===== src/rtl/pipeline_trace_tracker.sv =====
// Per-instruction trace tag producer for the 5-stage WISC pipeline.
// A sequence ID is assigned at fetch, and {valid,id,pc,instr} is carried
// through IF/ID/EX/MEM/WB with the same stall/flush behaviour as the datapath.
// Every instruction reaching WB is pushed into a small retire FIFO. A log
// consumer drains that FIFO over a valid/ready handshake.
module pipeline_trace_tracker #(
    parameter int ID_DEPTH   = 72,
    parameter int ID_W       = 7,
    parameter int PC_W       = 16,
    parameter int INSTR_W    = 16,
    parameter int FIFO_DEPTH = 4
) (
    input  logic               clk,
    input  logic               rst,
    input  logic               fetch_en,
    input  logic [PC_W-1:0]    fetch_pc,
    input  logic [INSTR_W-1:0] fetch_instr,
    input  logic               stall,
    input  logic               flush,
    output logic [4:0]         stage_vld,
    output logic [ID_W-1:0]    if_id,
    output logic [ID_W-1:0]    id_id,
    output logic [ID_W-1:0]    ex_id,
    output logic [ID_W-1:0]    mem_id,
    output logic [ID_W-1:0]    wb_id,
    output logic               ret_valid,
    input  logic               ret_ready,
    output logic [ID_W-1:0]    ret_id,
    output logic [PC_W-1:0]    ret_pc,
    output logic [INSTR_W-1:0] ret_instr,
    output logic [31:0]        ret_cycle,
    output logic [7:0]         drop_cnt,
    output logic               err
);

    localparam int              PTR_W   = (FIFO_DEPTH > 1) ? $clog2(FIFO_DEPTH) : 1;
    localparam logic [ID_W-1:0] ID_LAST = ID_W'(ID_DEPTH - 1);

    // Stage tags. The *_id ports are the stage ID registers themselves.
    logic               if_vld,   id_vld,   ex_vld,   mem_vld,   wb_vld;
    logic [PC_W-1:0]    if_pc,    id_pc,    ex_pc,    mem_pc,    wb_pc;
    logic [INSTR_W-1:0] if_instr, id_instr, ex_instr, mem_instr, wb_instr;

    logic [ID_W-1:0]    next_id;
    logic [ID_W-1:0]    next_id_inc;
    logic [31:0]        cycle_cnt;

    // Retire FIFO. The extra pointer bit tells full apart from empty.
    logic [ID_W-1:0]    rec_id    [FIFO_DEPTH];
    logic [PC_W-1:0]    rec_pc    [FIFO_DEPTH];
    logic [INSTR_W-1:0] rec_instr [FIFO_DEPTH];
    logic [31:0]        rec_cycle [FIFO_DEPTH];
    logic [PTR_W:0]     wr_ptr;
    logic [PTR_W:0]     rd_ptr;
    logic [PTR_W-1:0]   wr_idx;
    logic [PTR_W-1:0]   rd_idx;
    logic               fifo_empty;
    logic               fifo_full;
    logic               push_req;
    logic               pop;
    logic               push_ok;
    logic               drop;

    // Sequence ID increment with wrap at ID_DEPTH-1.
    always_comb begin
        next_id_inc = (next_id == ID_LAST) ? '0 : next_id + ID_W'(1);
    end

    // A fetch consumes an ID only when it is actually captured into IF.
    always_ff @(posedge clk or posedge rst) begin
        if (rst) begin
            next_id <= '0;
        end else if (!stall && fetch_en) begin
            next_id <= next_id_inc;
        end
    end

    // IF stage: capture the fetched instruction unless it is held by a stall.
    always_ff @(posedge clk or posedge rst) begin
        if (rst) begin
            if_vld   <= 1'b0;
            if_id    <= '0;
            if_pc    <= '0;
            if_instr <= '0;
        end else if (!stall) begin
            if_vld   <= fetch_en;
            if_id    <= next_id;
            if_pc    <= fetch_pc;
            if_instr <= fetch_instr;
        end
    end

    // ID stage: take IF, squashing it on a taken branch. A stall holds ID and
    // overrides flush. A squashed ID is never reused, so retired IDs show a gap.
    always_ff @(posedge clk or posedge rst) begin
        if (rst) begin
            id_vld   <= 1'b0;
            id_id    <= '0;
            id_pc    <= '0;
            id_instr <= '0;
        end else if (!stall) begin
            id_vld   <= if_vld & ~flush;
            id_id    <= if_id;
            id_pc    <= if_pc;
            id_instr <= if_instr;
        end
    end

    // EX stage: a stall injects a bubble. Only the valid bit matters for a bubble.
    always_ff @(posedge clk or posedge rst) begin
        if (rst) begin
            ex_vld   <= 1'b0;
            ex_id    <= '0;
            ex_pc    <= '0;
            ex_instr <= '0;
        end else begin
            ex_vld   <= id_vld & ~stall;
            ex_id    <= id_id;
            ex_pc    <= id_pc;
            ex_instr <= id_instr;
        end
    end

    // MEM stage: always advances.
    always_ff @(posedge clk or posedge rst) begin
        if (rst) begin
            mem_vld   <= 1'b0;
            mem_id    <= '0;
            mem_pc    <= '0;
            mem_instr <= '0;
        end else begin
            mem_vld   <= ex_vld;
            mem_id    <= ex_id;
            mem_pc    <= ex_pc;
            mem_instr <= ex_instr;
        end
    end

    // WB stage: always advances.
    always_ff @(posedge clk or posedge rst) begin
        if (rst) begin
            wb_vld   <= 1'b0;
            wb_id    <= '0;
            wb_pc    <= '0;
            wb_instr <= '0;
        end else begin
            wb_vld   <= mem_vld;
            wb_id    <= mem_id;
            wb_pc    <= mem_pc;
            wb_instr <= mem_instr;
        end
    end

    // Free-running cycle stamp. It wraps naturally at 2^32.
    always_ff @(posedge clk or posedge rst) begin
        if (rst) begin
            cycle_cnt <= '0;
        end else begin
            cycle_cnt <= cycle_cnt + 32'd1;
        end
    end

    // Sticky hazard-conflict flag: flush and stall must never coincide.
    always_ff @(posedge clk or posedge rst) begin
        if (rst) begin
            err <= 1'b0;
        end else if (stall && flush) begin
            err <= 1'b1;
        end
    end

    // FIFO status and handshake decode. A full FIFO still accepts a push when
    // the head leaves in the same cycle.
    always_comb begin
        wr_idx     = wr_ptr[PTR_W-1:0];
        rd_idx     = rd_ptr[PTR_W-1:0];
        fifo_empty = (wr_ptr == rd_ptr);
        fifo_full  = (wr_idx == rd_idx) && (wr_ptr[PTR_W] != rd_ptr[PTR_W]);
        push_req   = wb_vld;
        pop        = !fifo_empty && ret_ready;
        push_ok    = push_req && (!fifo_full || pop);
        drop       = push_req && fifo_full && !pop;
    end

    // FIFO pointers. Resetting them discards every queued record at once.
    always_ff @(posedge clk or posedge rst) begin
        if (rst) begin
            wr_ptr <= '0;
            rd_ptr <= '0;
        end else begin
            if (push_ok) begin
                wr_ptr <= wr_ptr + 1'b1;
            end
            if (pop) begin
                rd_ptr <= rd_ptr + 1'b1;
            end
        end
    end

    // Record storage. When the FIFO is full and a pop happens in the same
    // cycle, the write slot is the head being popped, which is safe because
    // the head has already been read out combinationally.
    always_ff @(posedge clk) begin
        if (push_ok) begin
            rec_id[wr_idx]    <= wb_id;
            rec_pc[wr_idx]    <= wb_pc;
            rec_instr[wr_idx] <= wb_instr;
            rec_cycle[wr_idx] <= cycle_cnt;
        end
    end

    // Lost-record counter, saturating at 255.
    always_ff @(posedge clk or posedge rst) begin
        if (rst) begin
            drop_cnt <= '0;
        end else if (drop && (drop_cnt != 8'hFF)) begin
            drop_cnt <= drop_cnt + 8'd1;
        end
    end

    // Output view: stage valids and the FIFO head, straight from storage.
    always_comb begin
        stage_vld = {wb_vld, mem_vld, ex_vld, id_vld, if_vld};
        ret_valid = !fifo_empty;
        ret_id    = rec_id[rd_idx];
        ret_pc    = rec_pc[rd_idx];
        ret_instr = rec_instr[rd_idx];
        ret_cycle = rec_cycle[rd_idx];
    end

endmodule


===== config.mk =====
export PLATFORM = sky130hd
export DESIGN_NAME = pipeline_trace_tracker
export DESIGN_NICKNAME = d
export VERILOG_FILES = /design/src/rtl/pipeline_trace_tracker.sv
export SDC_FILE = /design/constraint.sdc
export NUM_CORES = 1
export LEC_CHECK = 0
export CAP_MARGIN = 10
export CORE_ASPECT_RATIO = 1.5
export CORE_MARGIN = 8
export CORE_UTILIZATION = 62
export CTS_CLUSTER_SIZE = 30
export DETAILED_ROUTE_END_ITERATION = 10
export GPL_TIMING_DRIVEN = 0
export PLACE_DENSITY = 0.84
export SLEW_MARGIN = 25
export SYNTH_ARGS = -nofsm -noshare
export SYNTH_HDL_FRONTEND = slang
export SYNTH_SLANG_ARGS = --single-unit

===== constraint.sdc =====
create_clock -name clk -period 20.9 [get_ports clk]
set_input_delay 5.225 -clock clk [delete_from_list [all_inputs] [get_ports clk]]
set_output_delay 5.225 -clock clk [all_outputs]
set_load 0.1 [all_outputs]

==> flow_metrics.py <==
metrics = {
    "power": {
        "total_power_mw": 3.54,
        "p_leak_nw": 8.77,
        "p_int_mw": 2.11,
        "seqPwrFrac": 0.369,
        "switching_share": 0.405,
        "cellPowerDensity_nw_per_um2": 155,
        "combPwrFrac": 0.383,
        "clock_power_share": 0.248,
        "vdd_drop_max_mv": 0.112,
        "power_switching_mw": 1.43,
    },
    "placement": {
        "dp_hpwl_mm": 21.9,
        "port_buffers": 158,
        "place_area_um2": 21300,
        "gp_congestion": 0.739,
        "placedCellCount": 1468,
        "pre_cts_slack_ns": 12.94,
    },
    "global_routing": {
        "grt_remaining_overflow": 0,
        "grt_pass1_vias": 9574,
        "grt_usage": 0.200,
        "antenna_found_initial": 0,
        "grt_pass1_wl_mm": 54.9,
        "grt_start_max_net_pins": 97,
    },
    "worst_setup_path": {
        "r2r_cells": 9,
        "cp.arrival_ns": 3.31,
        "cp-start-kind": "flop",
        "cp-end-kind": "output port",
        "worstSetupPathType": "flop to output port",
        "r2r_end": "rec_instr[2][10]",
        "reg2reg_from": "rd_ptr[1]",
        "critPathMaxFanout": 10,
        "rrSetupSlack_ns": 18.06,
        "cp.required_ns": 15.67,
    },
    "sta": {
        "worst_pin_slew_ns": 1.11,
        "tns_ns": 0,
        "setup_viol": 0,
        "rsz0062_at_grt": "no",
        "timing.final.crit_period_ns": 8.54,
        "whs_ns": 0.344,
        "fmaxAchievable_mhz": 117,
        "slew_violations": 0,
        "relSlewSlack": 0.259,
        "post-route-period-util": 0.409,
        "finalWorstSetupSlack_ns": 12.36,
        "clock_skew_ns": 0.0167,
        "hold_violations": 0,
    },
    "finish": {
        "final_area_um2": 22900,
        "final_net_count": 1161,
        "area_growth_pct": 21.5,
        "n_fill_cell": 1727,
        "drive_above_1_share": 0.242,
        "diodes": 0,
        "fin_util": 0.762,
        "final_cells": 1552,
    },
    "route": {
        "drtPass1Iterations": 7,
        "via_count": 8730,
        "drc_errors": 0,
        "vias_per_cell": 5.63,
        "wirelength_mm": 35.0,
        "ant_nets": 0,
        "drtIter0Drc": 450,
        "routedWlPerCell_um": 22.6,
    },
    "cts": {
        "cts-htree-levels": 2,
        "insertion_delay_ns": 0.56,
        "clk_pin_slew_ns": 0.07,
        "cts-root-buf": "clkbuf_16",
        "postCtsSetupRepairBufs": 0,
        "cts_buffer_depth": 3,
        "cts-resized-gates": 0,
        "cts_num_sinks": 538,
        "hold_buffers": 0,
        "cts_tree": "done",
        "cts_made_buffers": 45,
    },
    "synth": {
        "syn_inst": 896,
        "ys_ff_latch": 538,
        "synthTopCellsByArea": "edfxtp_1 45%, dfrtp_1 34%, mux4_2 8.5%",
        "synth_area_leader_cell": "edfxtp_1",
        "ys_top_cells_by_count": "284 x edfxtp_1, 254 x dfrtp_1, 83 x mux2_2, 71 x mux4_2, 27 x xnor2_1",
        "ys_types": 40,
        "synth.most_common_cell": "edfxtp_1",
        "synth_edf_count": 284,
        "synth_fp_nets": 942,
        "avgSynthCellArea_um2": 21.0,
        "syn_area_um2": 18800,
        "synthDominantCellAreaShare": 0.453,
        "synth_warnings": 0,
        "ys_async_sr_fraction": 0.472,
        "ys_seq_area_frac": 0.790,
        "synth_ff_type": "edfxtp_1",
    },
    "floorplan": {
        "dieWidth_um": 158,
        "dieArea_um2": 36300,
        "core_um2": 30100,
        "dieHeight_um": 229,
        "io_pins": 159,
        "num_rows": 78,
        "start_util": 0.627,
    },
    "hold_path": {
        "hold_path.startpoint": "mem_instr[2]",
        "hp-class": "flop to flop",
        "worstHoldEndpoint": "wb_instr[2]",
        "hold_depth": 0,
    },
    "flow_run": {
        "max_cap_violations": 0,
    },
    "run_status": {
        "status": "finished clean",
    },
}
## worst max path at each step
stage          startpoint           end  depth (start not counted)
2_1_floorplan         rst  cycle_cnt[0]                          1
3_5_place_dp    rd_ptr[1]  ret_instr[0]                          4
3_3_place_gp          rst   wb_instr[9]                          2
6_report        rd_ptr[1]  ret_cycle[0]                          4
5_1_grt         rd_ptr[1]  ret_cycle[0]                          4
4_1_cts         rd_ptr[1]  ret_cycle[0]                          4
## routing by layer
layer,global-route usage,routed length (um),part of all wire
met3,0.0345,1640,0.047
met1,0.234,12800,0.37
met2,0.364,19600,0.56
met5,0,0,0
met4,0.0674,909,0.026
## cells by family after synthesis
family / share of synthesized area
compound gates: 0.00332
xor+xnor: 0.0214
fa+ha+maj: 0.00531
buf+inv: 0.0126
flops: 0.790
mux: 0.135
simple gates: 0.0326
## power by group through the flow
stage / clock network (mW) / registers, mW / logic, mW
2_1_floorplan: 0 / 1.50 / 0.866
3_3_place_gp: 0 / 1.32 / 1.34
3_5_place_dp: 0 / 1.32 / 1.37
4_1_cts: 0.897 / 1.31 / 1.37
5_1_grt: 0.931 / 1.32 / 1.40
6_report: 0.879 / 1.31 / 1.35
## area by class of cell
cell class | count | area, um2 | share of cell area
clock inverter | 22 | 278 | 0.0121
buffer | 36 | 196 | 0.00858
multi-input combinational | 311 | 3730 | 0.163
tap | 400 | 500 | 0.0219
clock buffer | 62 | 1310 | 0.0573
timing repair buffer | 172 | 1930 | 0.0844
inverter | 11 | 53.8 | 0.00235
sequential | 538 | 14900 | 0.650
## critical path, stage by stage, from the launching register on
cell and delay (ns):
dfrtp_1 0.35, buf_2 0.30, clkbuf_1 0.59, mux4_2 0.37, clkdlybuf4s50_1 1.16
## state kept, by name (all words and copies together) (netlist names), 28 cells and up
register / flops
rec_id: 28
rec_pc: 64
rec_instr: 64
cycle_cnt: 32
rec_cycle: 128
## cells in the final DEF, fill, tap and decap left out, types with 7 or more instances in the layout
| cell type | synthesis | routed |
|---|---|---|
| and3_1 | 11 | 11 |
| buf_16 | 0 | 10 |
| buf_2 | 16 | 16 |
| buf_4 | 7 | 7 |
| clkbuf_1 | 9 | 16 |
| clkbuf_16 | 0 | 47 |
| clkbuf_8 | 0 | 8 |
| clkdlybuf4s50_1 | 0 | 158 |
| clkinv_2 | 0 | 8 |
| dfrtp_1 | 254 | 254 |
| edfxtp_1 | 284 | 284 |
| ha_1 | 8 | 8 |
| inv_1 | 11 | 9 |
| mux2_2 | 83 | 83 |
| mux4_2 | 71 | 71 |
| nand2_1 | 14 | 14 |
| nand3_1 | 10 | 10 |
| nand4_1 | 13 | 13 |
| nor3_1 | 9 | 9 |
| xnor2_1 | 27 | 27 |
| xor2_1 | 19 | 19 |
No activity file was read; power rests on OpenSTA's default activity.
